**src/rtl/miriscv_hazard_pkg.sv**
```systemverilog
// Shared types and constants for the miriscv decode hazard/forwarding unit.
package miriscv_hazard_pkg;

  // Table entries store rd at a fixed width; narrower GPR addresses are zero-extended.
  localparam int HZ_RD_MAX_WIDTH = 8;

  // Operand source code for "read from the register file".
  localparam int HZ_SRC_GPR = 0;

  typedef struct packed {
    logic                       valid;
    logic [HZ_RD_MAX_WIDTH-1:0] rd;
    logic                       we;
    logic                       load;
  } hazard_entry_t;

  // Legal configurations: 1..4 stages, load forwardable somewhere inside them.
  function automatic bit hz_params_legal(input int wb_stages, input int load_stage,
                                         input int addr_width);
    return (wb_stages >= 1) && (wb_stages <= 4) &&
           (load_stage >= 1) && (load_stage <= wb_stages) &&
           (addr_width >= 1) && (addr_width <= HZ_RD_MAX_WIDTH);
  endfunction

endpackage

```
**src/rtl/miriscv_hazard_match.sv**
```systemverilog
// Priority search of one source register against the in-flight write table.
// The youngest matching stage (smallest index) wins.
module miriscv_hazard_match
  import miriscv_hazard_pkg::*;
#(
  parameter int WB_STAGES      = 2,
  parameter int LOAD_STAGE     = WB_STAGES,
  parameter int GPR_ADDR_WIDTH = 5,
  parameter int SW             = $clog2(WB_STAGES + 1)
) (
  input  hazard_entry_t [WB_STAGES-1:0] entries,
  input  logic                          re,
  input  logic [GPR_ADDR_WIDTH-1:0]     addr,
  output logic                          hit,
  output logic                          ready,
  output logic [SW-1:0]                 stage
);

  // Walk from oldest to youngest so the youngest match is the last one written.
  always_comb begin
    hit   = 1'b0;
    ready = 1'b0;
    stage = '0;
    if (re && (addr != '0)) begin
      for (int k = WB_STAGES; k >= 1; k--) begin
        if (entries[k-1].valid && entries[k-1].we &&
            (entries[k-1].rd == HZ_RD_MAX_WIDTH'(addr))) begin
          hit   = 1'b1;
          ready = !entries[k-1].load || (k >= LOAD_STAGE);
          stage = SW'(k);
        end
      end
    end
  end

endmodule

```
**src/rtl/miriscv_hazard_unit.sv**
```systemverilog
// Scoreboard and operand forwarding for the miriscv decode stage.
// Tracks in-flight register writes, selects forwarded operands and stalls
// decode on hazards forwarding cannot resolve (load-use, or any match when
// forwarding is disabled).
module miriscv_hazard_unit
  import miriscv_hazard_pkg::*;
#(
  parameter int XLEN           = 32,
  parameter int GPR_ADDR_WIDTH = 5,
  parameter int WB_STAGES      = 2,
  parameter int LOAD_STAGE     = WB_STAGES,
  parameter int FWD_EN         = 1,
  localparam int SW            = $clog2(WB_STAGES + 1)
) (
  input  logic                           clk_i,
  input  logic                           arstn_i,
  input  logic                           d_valid_i,
  input  logic                           d_kill_i,
  input  logic [GPR_ADDR_WIDTH-1:0]      d_rs1_addr_i,
  input  logic [GPR_ADDR_WIDTH-1:0]      d_rs2_addr_i,
  input  logic                           d_rs1_re_i,
  input  logic                           d_rs2_re_i,
  input  logic [GPR_ADDR_WIDTH-1:0]      d_rd_addr_i,
  input  logic                           d_wb_we_i,
  input  logic                           d_load_i,
  input  logic [XLEN-1:0]                gpr_rs1_data_i,
  input  logic [XLEN-1:0]                gpr_rs2_data_i,
  input  logic [WB_STAGES-1:0][XLEN-1:0] stage_data_i,
  input  logic                           pipe_stall_i,
  output logic [XLEN-1:0]                rs1_data_o,
  output logic [XLEN-1:0]                rs2_data_o,
  output logic [SW-1:0]                  rs1_src_o,
  output logic [SW-1:0]                  rs2_src_o,
  output logic                           stall_o,
  output logic [31:0]                    hazard_cnt_o
);

  if (!hz_params_legal(WB_STAGES, LOAD_STAGE, GPR_ADDR_WIDTH)) begin : g_bad_params
    $error("miriscv_hazard_unit: illegal WB_STAGES/LOAD_STAGE/GPR_ADDR_WIDTH");
  end

  localparam bit FWD = (FWD_EN != 0);

  // entries_q[k-1] is pipeline stage k; index 0 is the stage right after decode.
  hazard_entry_t [WB_STAGES-1:0] entries_q;
  hazard_entry_t                 new_entry;

  logic          rs1_hit, rs1_ready, rs2_hit, rs2_ready;
  logic [SW-1:0] rs1_stage, rs2_stage;
  logic          rs1_fwd, rs2_fwd;
  logic          hazard, insert;

  miriscv_hazard_match #(
    .WB_STAGES     (WB_STAGES),
    .LOAD_STAGE    (LOAD_STAGE),
    .GPR_ADDR_WIDTH(GPR_ADDR_WIDTH),
    .SW            (SW)
  ) u_match_rs1 (
    .entries(entries_q),
    .re     (d_rs1_re_i),
    .addr   (d_rs1_addr_i),
    .hit    (rs1_hit),
    .ready  (rs1_ready),
    .stage  (rs1_stage)
  );

  miriscv_hazard_match #(
    .WB_STAGES     (WB_STAGES),
    .LOAD_STAGE    (LOAD_STAGE),
    .GPR_ADDR_WIDTH(GPR_ADDR_WIDTH),
    .SW            (SW)
  ) u_match_rs2 (
    .entries(entries_q),
    .re     (d_rs2_re_i),
    .addr   (d_rs2_addr_i),
    .hit    (rs2_hit),
    .ready  (rs2_ready),
    .stage  (rs2_stage)
  );

  assign rs1_fwd = rs1_hit && rs1_ready && FWD;
  assign rs2_fwd = rs2_hit && rs2_ready && FWD;

  // A kill suppresses the hazard so a dead instruction never stalls decode.
  assign hazard  = d_valid_i && !d_kill_i &&
                   ((rs1_hit && !rs1_fwd) || (rs2_hit && !rs2_fwd));
  assign stall_o = hazard || pipe_stall_i;
  assign insert  = d_valid_i && !d_kill_i && !hazard;

  // rs1 operand mux: GPR unless a ready producer is forwarded from its stage.
  always_comb begin
    rs1_data_o = gpr_rs1_data_i;
    rs1_src_o  = SW'(HZ_SRC_GPR);
    if (rs1_fwd) begin
      rs1_src_o = rs1_stage;
      for (int k = 0; k < WB_STAGES; k++) begin
        if (rs1_stage == SW'(k + 1)) rs1_data_o = stage_data_i[k];
      end
    end
  end

  // rs2 operand mux, resolved independently of rs1.
  always_comb begin
    rs2_data_o = gpr_rs2_data_i;
    rs2_src_o  = SW'(HZ_SRC_GPR);
    if (rs2_fwd) begin
      rs2_src_o = rs2_stage;
      for (int k = 0; k < WB_STAGES; k++) begin
        if (rs2_stage == SW'(k + 1)) rs2_data_o = stage_data_i[k];
      end
    end
  end

  // Decode entry; writes to x0 are recorded as non-writing so they never match.
  always_comb begin
    new_entry.valid = 1'b1;
    new_entry.rd    = HZ_RD_MAX_WIDTH'(d_rd_addr_i);
    new_entry.we    = d_wb_we_i && (d_rd_addr_i != '0);
    new_entry.load  = d_load_i;
  end

  // Shift the table one stage per unstalled cycle, inserting the decode entry or a bubble.
  always_ff @(posedge clk_i or negedge arstn_i) begin
    if (!arstn_i) begin
      entries_q <= '0;
    end else if (!pipe_stall_i) begin
      for (int k = WB_STAGES - 1; k >= 1; k--) begin
        entries_q[k] <= entries_q[k-1];
      end
      entries_q[0] <= insert ? new_entry : '0;
    end
  end

  // Saturating count of cycles in which decode was held by a hazard.
  always_ff @(posedge clk_i or negedge arstn_i) begin
    if (!arstn_i) begin
      hazard_cnt_o <= '0;
    end else if (hazard && (hazard_cnt_o != 32'hFFFF_FFFF)) begin
      hazard_cnt_o <= hazard_cnt_o + 32'd1;
    end
  end

endmodule

```
**config.mk**
```make
export PLATFORM = sky130hd
export DESIGN_NAME = miriscv_hazard_unit
export DESIGN_NICKNAME = d
export VERILOG_FILES = /design/src/rtl/miriscv_hazard_pkg.sv /design/src/rtl/miriscv_hazard_match.sv /design/src/rtl/miriscv_hazard_unit.sv
export SDC_FILE = /design/constraint.sdc
export NUM_CORES = 1
export LEC_CHECK = 0
export CAP_MARGIN = 10
export CORE_MARGIN = 2
export CORE_UTILIZATION = 30
export CTS_BUF_LIST = sky130_fd_sc_hd__clkbuf_8
export DETAILED_ROUTE_END_ITERATION = 12
export PLACE_DENSITY = 0.69
export SLEW_MARGIN = 5
export SYNTH_ARGS = -nofsm -noshare
export SYNTH_HDL_FRONTEND = slang
export SYNTH_SLANG_ARGS = --single-unit
```
**constraint.sdc**
```tcl
create_clock -name clk_i -period 5 [get_ports clk_i]
set_input_delay 0.5 -clock clk_i [delete_from_list [all_inputs] [get_ports clk_i]]
set_output_delay 0.5 -clock clk_i [all_outputs]
set_load 0.03 [all_outputs]
```
* Word level (Yosys, flattened, before mapping)
Cells that the tools add are included. Widths: inputs -> output; s select.
Cells by class: add/sub/neg operators 1, equal/unequal tests 9, muxes and demuxes 25, reductions and logical operators 27
Operator list (number):
- $mux 32 | 6
- $add 32x1->32 const B | 1
- $eq 8x5->1 | 4
- $ne 32x32->1 const B | 1
- $logic_and 1x1->1 | 17
- $mux 2 | 8
- $reduce_bool 5->1 | 3
- $mux 11 | 1
- $mux 1 | 10
- $logic_not 1->1 | 5
- $eq 2x1->1 const B | 2
- $eq 2x2->1 const B | 2
- $logic_or 1x1->1 | 2
Word-level totals: register bits after elaboration 53

* Depth between registers and ports, before layout
depth after elaboration 13, depth in mapped cells 7

* By module
Synthesis repeated with hierarchy kept, for this count alone.
Second synthesis, totals: cells, all modules 671, area total of the unflattened synthesis 4938.5 µm²
By module, submodules not included:
- miriscv_hazard_unit | times used 1, cells each 617, area each 4555.6 µm²
- miriscv_hazard_match | times used 2, cells each 27, area each 191.4 µm²

* Worst setup path after synthesis
No wires, ideal clock.
path kind input port to output port, start point input port d_rs1_addr_i[0], end point output port rs1_data_o[22], arrival 2.523 ns, required time 4.500 ns, setup slack 1.977 ns, cell stages on the path 5, path buffers 1, cell sequence or4_1 > o21ai_2 > nor2_1 > clkbuf_1 > a222oi_1
On the way: longest elaborated chain between the ends 9, elaborated cells between the ends (all ways) 20, classes of those cells 4 x eq/ne; 11 x mux; 5 x reduce/logical
RTL lines:
- from (decl) | line miriscv_hazard_unit.sv:19 | input logic [GPR_ADDR_WIDTH-1:0] d_rs1_addr_i,
- $eq 8x5->1 | line miriscv_hazard_match.sv:27 | (entries[k-1].rd == HZ_RD_MAX_WIDTH'(addr))) begin
- $logic_and 1x1->1 | line miriscv_hazard_match.sv:26 | if (entries[k-1].valid && entries[k-1].we &&
- $mux 2 (2 in a row) | line miriscv_hazard_match.sv:26
- $mux 2 | line miriscv_hazard_match.sv:24 | if (re && (addr != '0)) begin
- $eq 2x1->1 | line miriscv_hazard_unit.sv:97 | if (rs1_stage == SW'(k + 1)) rs1_data_o = stage_data_i[k];
- $mux 32 (2 in a row) | line miriscv_hazard_unit.sv:97
- $mux 32 * | line miriscv_hazard_unit.sv:94 | if (rs1_fwd) begin
- to (decl) | line miriscv_hazard_unit.sv:30 | output logic [XLEN-1:0] rs1_data_o,
Every way passes the cells marked *; elsewhere a longest branch is shown, timed or not.

* Final worst setup path
start point input port d_rs2_addr_i[4], end point output port rs2_data_o[25]
On the way: longest elaborated chain between the ends 9, elaborated cells between the ends (all ways) 20, classes of those cells 4 x eq/ne; 11 x mux; 5 x reduce/logical
RTL lines:
- from (decl) | line miriscv_hazard_unit.sv:20 | input logic [GPR_ADDR_WIDTH-1:0] d_rs2_addr_i,
- $eq 8x5->1 | line miriscv_hazard_match.sv:27
- $logic_and 1x1->1 | line miriscv_hazard_match.sv:26
- $mux 2 (2 in a row) | line miriscv_hazard_match.sv:26
- $mux 2 | line miriscv_hazard_match.sv:24
- $eq 2x1->1 | line miriscv_hazard_unit.sv:109 | if (rs2_stage == SW'(k + 1)) rs2_data_o = stage_data_i[k];
- $mux 32 (2 in a row) | line miriscv_hazard_unit.sv:109
- $mux 32 * | line miriscv_hazard_unit.sv:106 | if (rs2_fwd) begin
- to (decl) | line miriscv_hazard_unit.sv:31 | output logic [XLEN-1:0] rs2_data_o,
Marked as above.

==> flow_metrics.env <==
export IMPL_fin_skew_ps=9.67
export IMPL_drtIter0Drc=613
export IMPL_finalHoldViolations=0
export IMPL_required_ps=4500
export IMPL_r2r_end="hazard_cnt_o[1]$_DFFE_PN0P_"
export IMPL_insertion_delay_ps=300
export IMPL_regToRegSetupSlack_ps=2400
export IMPL_die_w_um=117
export IMPL_cts_hold_buffers=0
export IMPL_dieArea_um2=13600
export IMPL_fin_tns_setup_ps=0
export IMPL_post_cts_buffers=0
export IMPL_drt_pass1_iterations=13
export IMPL_grt_overflow=0
export IMPL_synth_ff_type="dfrtp_1"
export IMPL_final_cell_mix="clkdlybuf4s50_1 (251), inv_1 (129), a222oi_1 (64)"
export IMPL_die_h_um=117
export IMPL_initial_utilization_pct=30.5
export IMPL_grt_usage_pct=20.7
export IMPL_syn_inst=444
export IMPL_setup_viol=0
export IMPL_min_path_type="primary input to async pin"
export IMPL_drc=0
export IMPL_rsz0062_at_grt="no"
export IMPL_io_pins=253
export IMPL_multi_input_area_um2=2010
export IMPL_r2r_cells=5
export IMPL_rows=41
export IMPL_power_density_nw_per_um2=145
export IMPL_final_common_cell="clkdlybuf4s50_1"
export IMPL_fillers=1193
export IMPL_clkTransAtPathRegs_ps=80
export IMPL_cts_resized=0
export IMPL_clock_sinks=47
export IMPL_h_tree_depth=2
export IMPL_wirelength_mm=15.0
export IMPL_worstPathArrival_ps=3620
export IMPL_worst_pin_slew_ps=1160
export IMPL_core_area_um2=12500
export IMPL_final_nets=835
export IMPL_drt_antenna_violating_nets=0
export IMPL_hpwlAfterDp_mm=11.4
export IMPL_syn_area_per_cell_um2=8.59
export IMPL_ys_ff_latch=47
export IMPL_yosys_cell_types_count=46
export IMPL_post_drt_wl_per_cell_um=17.5
export IMPL_maxCapViolations=0
export IMPL_finalMaxSlewViolations=0
export IMPL_p_leak_nw=3.09
export IMPL_grt_pass1_wl_mm=22.3
export IMPL_max_freq_ghz=0.242
export IMPL_antenna_found_initial=2
export IMPL_synth_edff_count=0
export IMPL_root_buffer="clkbuf_8"
export IMPL_syn_cell_area_um2=3820
export IMPL_areaGrowthSynthToFinish_pct=70.1
export IMPL_drt_vias_per_instance=5.27
export IMPL_r2r_start="hazard_cnt_o[14]$_DFFE_PN0P_"
export IMPL_critPathCapture="rs2_data_o[25]"
export IMPL_gp_congestion=0.893
export IMPL_cts_tree="done"
export IMPL_yosys_warnings=0
export IMPL_cp_start_kind="primary input"
export IMPL_crit_path_start="d_rs2_addr_i[4]"
export IMPL_portBuffers=252
export IMPL_synth_top_area_share_pct=30.8
export IMPL_netlist_top_cells_area="dfrtp_1 (31%), a222oi_1 (17%), inv_1 (13%), xnor2_1 (9.6%), nand4_1 (3.1%)"
export IMPL_syn_nets=597
export IMPL_outcome="completed"
export IMPL_via_count=4500
export IMPL_vdd_drop_max_mv=0.155
export IMPL_relSlewSlack_pct=22.9
export IMPL_ys_async_sr_fraction_pct=100
export IMPL_regArea_um2=1180
export IMPL_worstSetupPathType="primary input to primary output"
export IMPL_post_route_min_period_ps=4120
export IMPL_ys_seq_area_share_pct=30.8
export IMPL_numCtsBuffers=5
export IMPL_grt_start_max_net_pins=48
export IMPL_grt_pass1_vias=4371
export IMPL_cts_buffer_depth=2
export IMPL_cp_max_fo=32
export IMPL_drive_above_1_share_pct=4.99
export IMPL_post_route_period_util_pct=82.5
export IMPL_timing_hold_ws_ps=373
export IMPL_end_kind="primary output"
export IMPL_yosysTopAreaCell="dfrtp_1"
==> synthesized netlist by cell type (7+ instances only) <==
library cell  number
mux2_2             7
nand3_1           17
buf_6              7
inv_1            128
and3_1            10
dfrtp_1           47
clkbuf_1          11
a222oi_1          64
xnor2_1           42
nand4_1           19
nand2_1           18
xor2_1             9
nor2_1            10
==> critical path: stages <==
cell and delay [ps]:
clkdlybuf4s50_1 470, xor2_1 190, nor4_4 370, nand2_1 100, or2_0 210, a21o_1 560
a222oi_1 460, clkdlybuf4s50_1 740
==> how the worst min path moves through the flow <==
stage / endpoint / cells after the start / slack [ps]
6_report: hazard_cnt_o[10]$_DFFE_PN0P_ / 1 / 370
2_1_floorplan: entries_q[0]$_DFFE_PN0N_ / 0 / 200
3_3_place_gp: hazard_cnt_o[26]$_DFFE_PN0P_ / 1 / 480
5_1_grt: hazard_cnt_o[10]$_DFFE_PN0P_ / 1 / 450
4_1_cts: hazard_cnt_o[6]$_DFFE_PN0P_ / 1 / 420
3_5_place_dp: entries_q[12]$_DFFE_PN0N_ / 1 / 490
==> power by group <==
part | leakage (nW) | internal, W | switching [W]
registers | 0.649 | 0.000388 | 0.0000105
clock network | 0.0413 | 0.0000913 | 0.000117
logic | 2.40 | 0.000188 | 0.000145
==> flip-flops by register name, summed over array words and instances (netlist names) <==
| signal | count |
|---|---|
| entries_q | 15 |
| hazard_cnt_o | 32 |
==> metal layers <==
layer / part of all wire (%) / global-route usage, % / vias up / wire (µm)
met2: 50 / 37.5 / 275 / 7500
met3: 9.6 / 4.53 / 28 / 1430
met4: 2.3 / 7.06 / 2 / 346
met5: 0.087 / 0 / - / 13
met1: 38 / 24.2 / 2135 / 5680
li1: - / - / 2060 / -
==> kinds of logic (layout without fill, tap and decap cells) <==
logic type / Yosys count / in the layout / synth area share [%]
xor gates and xnor gates: 51 / 51 / 11.7
and+or+nand+nor: 105 / 105 / 17.4
other: 0 / 1 / 0
DFF: 47 / 47 / 30.8
AOI/OAI and AO/OA: 81 / 81 / 20.8
adders and majority gates: 1 / 1 / 0.328
buffers and inverters: 151 / 388 / 16.6
muxes: 8 / 8 / 2.36
==> area by class of cell <==
class	count	area share, %
clock buffer	5	1.06
tap	172	3.31
multi-input combinational	246	31.0
timing repair buffer	254	39.0
inverter	128	7.40
sequential	47	18.1
clock inverter	1	0.0578
antenna	1	0.0385
==> per-stage QoR <==
step	cell area, µm²	util [%]	std cells	power [W]	setup slack, ps
detailed placement	6420	51.3	847	0.000738	829
global route	6490	51.9	854	0.000984	588
floorplan	3820	-	444	0.000539	1980
finish	6490	51.9	854	0.000939	875
global placement	6420	51.3	847	0.000734	855
CTS	6490	51.8	853	0.000944	840
(Power assumes the default switching activity.)
